File: src/rtl/cache_refill_mux.sv
// Blocking L1 read-miss refill controller: serves hits in one cycle, otherwise fetches the
// line from L2 and returns the critical word. Optional miss counter: CACHE_REFILL_MISS_CNT_EN.
module cache_refill_mux #(
  parameter int DATA_W     = 32,
  parameter int ADDR_W     = 32,
  parameter int LINE_WORDS = 4
) (
  input  logic                              clk,
  input  logic                              reset,
  input  logic                              req_valid,
  input  logic [ADDR_W-1:0]                 req_addr,
  input  logic                              hit,
  input  logic [DATA_W-1:0]                 l1_rdata,
  output logic                              l2_req_valid,
  input  logic                              l2_req_ready,
  output logic [ADDR_W-1:0]                 l2_req_addr,
  input  logic                              l2_rvalid,
  input  logic [DATA_W-1:0]                 l2_rdata,
  output logic                              fill_we,
  output logic [$clog2(LINE_WORDS)-1:0]     fill_idx,
  output logic [DATA_W-1:0]                 fill_data,
  output logic                              rvalid,
  output logic [DATA_W-1:0]                 rdata,
  output logic                              stall,
  output logic [31:0]                       miss_count
);

  localparam int IDX_W  = $clog2(LINE_WORDS);
  localparam int BOFF_W = $clog2(DATA_W / 8);
  localparam int LOW_W  = IDX_W + BOFF_W;
  localparam logic [IDX_W-1:0]  LAST_IDX  = IDX_W'(LINE_WORDS - 1);
  localparam logic [IDX_W-1:0]  ONE_IDX   = IDX_W'(1);
  localparam logic [ADDR_W-1:0] LINE_MASK = ADDR_W'((LINE_WORDS * (DATA_W / 8)) - 1);

  typedef enum logic [1:0] {
    IDLE = 2'd0,
    REQ  = 2'd1,
    FILL = 2'd2,
    RESP = 2'd3
  } state_t;

  state_t             state_r;
  state_t             next_s;
  logic [IDX_W-1:0]   beat_r;
  logic [ADDR_W-1:0]  addr_r;
  logic [IDX_W-1:0]   crit_idx_s;
  logic [DATA_W-1:0]  crit_r;
  logic               rvalid_r;
  logic [DATA_W-1:0]  rdata_r;

  // Full miss address is kept; the line base and word offset are both carved out of it.
  assign crit_idx_s = addr_r[LOW_W-1:BOFF_W];

  // Next-state decode.
  always_comb begin
    next_s = state_r;
    case (state_r)
      IDLE: begin
        if (req_valid && !hit) begin
          next_s = REQ;
        end else begin
          next_s = IDLE;
        end
      end
      REQ: begin
        if (l2_req_ready) begin
          next_s = FILL;
        end else begin
          next_s = REQ;
        end
      end
      FILL: begin
        if (l2_rvalid && (beat_r == LAST_IDX)) begin
          next_s = RESP;
        end else begin
          next_s = FILL;
        end
      end
      RESP:    next_s = IDLE;
      default: next_s = IDLE;
    endcase
  end

  // Handshake and fill-port outputs; all forced quiet while reset is held.
  always_comb begin
    l2_req_valid = 1'b0;
    fill_we      = 1'b0;
    stall        = 1'b0;
    if (reset) begin
      l2_req_valid = 1'b0;
      fill_we      = 1'b0;
      stall        = 1'b0;
    end else begin
      l2_req_valid = (state_r == REQ);
      fill_we      = (state_r == FILL) && l2_rvalid;
      stall        = (state_r == REQ) || (state_r == FILL) ||
                     ((state_r == IDLE) && req_valid && !hit);
    end
  end

  assign fill_idx    = beat_r;
  assign fill_data   = l2_rdata;
  assign l2_req_addr = addr_r & ~LINE_MASK;
  assign rvalid      = rvalid_r;
  assign rdata       = rdata_r;

  // State, beat counter, miss address, critical word and response registers.
  always_ff @(posedge clk) begin
    if (reset) begin
      state_r  <= IDLE;
      beat_r   <= '0;
      addr_r   <= '0;
      crit_r   <= '0;
      rvalid_r <= 1'b0;
      rdata_r  <= '0;
    end else begin
      state_r  <= next_s;
      rvalid_r <= 1'b0;
      case (state_r)
        IDLE: begin
          if (req_valid && hit) begin
            rvalid_r <= 1'b1;
            rdata_r  <= l1_rdata;
          end else if (req_valid) begin
            addr_r <= req_addr;
          end
        end
        REQ: begin
          if (l2_req_ready) begin
            beat_r <= '0;
          end
        end
        FILL: begin
          if (l2_rvalid) begin
            beat_r <= beat_r + ONE_IDX;
            if (beat_r == crit_idx_s) begin
              crit_r <= l2_rdata;
            end
            // The critical word may arrive on the final beat, so bypass crit_r then.
            if (beat_r == LAST_IDX) begin
              rvalid_r <= 1'b1;
              rdata_r  <= (beat_r == crit_idx_s) ? l2_rdata : crit_r;
            end
          end
        end
        default: begin
          rvalid_r <= 1'b0;
        end
      endcase
    end
  end

`ifdef CACHE_REFILL_MISS_CNT_EN
  logic [31:0] miss_cnt_r;
  logic        miss_s;

  assign miss_s = (state_r == IDLE) && req_valid && !hit;

  // Saturating count of IDLE->REQ transitions.
  always_ff @(posedge clk) begin
    if (reset) begin
      miss_cnt_r <= 32'd0;
    end else if (miss_s && (miss_cnt_r != 32'hFFFF_FFFF)) begin
      miss_cnt_r <= miss_cnt_r + 32'd1;
    end
  end

  assign miss_count = miss_cnt_r;
`else
  assign miss_count = 32'd0;
`endif

endmodule

File: config.mk
export PLATFORM = sky130hd
export DESIGN_NAME = cache_refill_mux
export DESIGN_NICKNAME = d
export VERILOG_FILES = /design/src/rtl/cache_refill_mux.sv
export SDC_FILE = /design/constraint.sdc
export NUM_CORES = 1
export LEC_CHECK = 0
export ABC_AREA = 1
export CAP_MARGIN = 20
export CORE_MARGIN = 5
export CORE_UTILIZATION = 45
export CTS_BUF_LIST = sky130_fd_sc_hd__clkbuf_2 sky130_fd_sc_hd__clkbuf_4 sky130_fd_sc_hd__clkbuf_8
export CTS_CLUSTER_SIZE = 30
export DETAILED_ROUTE_END_ITERATION = 8
export PLACE_DENSITY = 0.86
export RECOVER_POWER = 100
export SLEW_MARGIN = 40
export SYNTH_ARGS = -nofsm -noshare
export SYNTH_HDL_FRONTEND = slang
export SYNTH_SLANG_ARGS = --single-unit
File: constraint.sdc
create_clock -name clk -period 1.8 [get_ports clk]
set_clock_uncertainty 0.05 [all_clocks]
set_input_delay 0.27 -clock clk [delete_from_list [all_inputs] [get_ports clk]]
set_output_delay 0.27 -clock clk [all_outputs]
set_load 0.02 [all_outputs]
==> results.toml <==
[worst_setup_path]
rrSetupSlack_ps = 140
worst_ep_required_time_ps = 1480
rr_worst_depth = 10
critPathLaunchType = "input port"
crit_type = "input port to primary output"
slowest_delay_ps = 620
critPathTopFamily = "buffers and inverters"
crit_buf_inv = 2
r2r_end = "rdata[27]$_SDFFE_PP0P_"
slowest_stage = "clkdlybuf4s50_1"
cp_max_fo = 2
endpoint_kind = "primary output"
rr_startpoint = "state_r[0]$_SDFF_PP0_"
timing.critical_path.mode_cell = "clkdlybuf4s50_1"
crit_arrival_ps = 1420
path_cells = "clkdlybuf4s50_1 -> clkdlybuf4s50_1"

[sta]
finalMaxSlewViolations = 0
layout_min_cycle_time_ps = 1740
fin_hold_ws_ps = 153
relSlewSlack = 0.624
tns_ps = 0
period_share = 0.966
setup_violations = 0
hold_viol = 0
worst_slew_pin_slew_ps = 563
fmax_mhz = 575

[drt]
ant_nets = 0
firstDrtPassIters = 4
vias = 5458
via_per_inst = 4.41
postRouteWirelength_mm = 14.9
drcViolationCount = 0
detail_route.iter0.violations = 292
wire_per_inst_microns = 12.0

[cts]
htree_levels = 3
clock_latency_ps = 360
cts_tree = "done"
cts_sinks = 99
cts.path.max_buffers = 2
root_buffer = "clkbuf_8"
holdBufCountCts = 0
numCtsBuffers = 9
clkTransAtPathRegs_ps = 90

[grt]
grt_usage = 0.191
use_met1 = 0.223
grt_pass1_vias = 4986
met3_usage = 0.0699
antenna_found_initial = 0
met2_usage = 0.326
busiest_layer = "met2"
grt_max_degree = 47
grt_pass1_wl_mm = 23.3
grt_overflow = 0

[synthesis]
synth_seq_cells = 99
synth_flop_cell = "dfxtp_1"
synth_largest_area_cell = "dfxtp_1"
yosysSeqAreaShare = 0.340
async_reset_ff_frac = 0
synthTopCellsByCount = "nand2_1, inv_1, nor2_1"
synth_area_sq_mm = 0.00583
synth_warnings = 0
synth_cells = 928
ys_types = 22
yosys.area.top_type_share = 0.340
synth-edff-count = 0
syn_avg_cell_area_sq_um = 6.28
yosysMostFrequentCell = "nand2_1"
synth_area_leaders = "dfxtp_1, nand2_1, buf_4"

[placed_design]
place_congestion = 0.789
hpwlAfterDp_mm = 11.2
port_buffers = 197

[floorplan]
die_h_microns = 124
num_rows = 41
die_width_microns = 124
dieArea_sq_mm = 0.0153
fp.coreArea_sq_mm = 0.0127
start_util = 0.460
io_pins = 236

[finish]
syn_to_final_growth_pct = 32.4
drive_gt1_frac = 0.0629
nets = 1169
nFillCells = 1182

[power]
p_leak_uw = 0.00381
power_density_mw_per_mm2 = 796
peakVddDrop_v = 0.000573

[min_path]
min_path_type = "input port to flip-flop"
hold_depth = 2
hold_path_end = "state_r[0]$_SDFF_PP0_"
holdCritStartpoint = "reset"

[run_status]
status = "finished, final reports clean"

[flow_run]
cap_viol_max_count = 0
sequential cells by signal (all words and copies together) (netlist names), named ones only:
name / cells
crit_r: 32
fill_idx: 2
rdata: 32
addr_r: 30
rvalid: 1
state_r: 1
metrics by stage:
| step | instances | utilization | setup slack [ps] | power [uW] | cell area, sq um |
|---|---|---|---|---|---|
| after global routing | 1238 | 0.609 | -1.85 | 6530 | 7720 |
| final | 1239 | 0.609 | 60.7 | 6140 | 7720 |
| after floorplan | 963 | - | 70.3 | 3800 | 5960 |
| after CTS | 1236 | 0.609 | 10.7 | 6210 | 7710 |
| after global placement | 1220 | 0.590 | -268 | 4420 | 7480 |
| after detailed placement | 1220 | 0.590 | -275 | 4460 | 7480 |
how the worst max path moves through the flow:
stage                                startpoint  slack (ps)  depth (start not counted)                       to
after floorplan           state_r[0]$_SDFF_PP0_          70                          8                    stall
after global placement                req_valid        -270                          8                    stall
after detailed placement              req_valid        -270                          8                    stall
after CTS                 state_r[0]$_SDFF_PP0_          10                          9  crit_r[15]$_SDFFE_PP0P_
after global routing      state_r[0]$_SDFF_PP0_          -2                          5                  fill_we
final                              l2_rdata[11]          60                          2            fill_data[11]
repair_timing:
item,4_1_cts,5_1_grt
gates cloned,0,0
pin swaps,0,0
resized for setup,15,8
setup endpoints to repair,4,60
buffers inserted,0,2
power breakdown:
group	internal [uW]	switching, uW	total, uW
clock	973	776	1750
combinational	859	1100	1960
sequential	2360	78.8	2440
total	4190	1950	6140
metal layers:
metal	vias up	routed length, microns
met5	-	0
li1	2900	-
met2	184	7150
met3	11	1590
met1	2363	6000
met4	0	123
placed cells by master (no fill, tap or decap), drive strengths merged:
cell type / instances
buf: 31
clkdlybuf4s50: 191
o21ai: 32
inv: 172
or2: 1
bufinv: 3
clkinv: 2
diode: 1
dfxtp: 99
nand3: 66
nor2: 126
ha: 6
conb: 36
nand2: 207
a211oi: 1
clkbuf: 16
a21oi: 74
nor3: 2
dlygate4sd2: 1
cells by family after synthesis:
kind of cell    count (synthesis)  share of synthesized area
other cells                     1                   0.000643
buf+inv                       313                      0.277
simple gates                  402                      0.276
flops                          99                      0.340
compound gates                107                     0.0929
fa+ha+maj                       6                     0.0129
area by class of cell:
cell class | count | area (sq um) | area share
clock inverters | 5 | 100 | 0.0130
diodes | 1 | 2.50 | 0.000324
multi-input cells | 551 | 2370 | 0.307
well taps | 172 | 215 | 0.0279
flip-flops and latches | 99 | 1980 | 0.257
clock buffers | 11 | 145 | 0.0188
repair buffers | 228 | 2260 | 0.292
inverters | 172 | 646 | 0.0836
(Power assumes the default switching activity.)
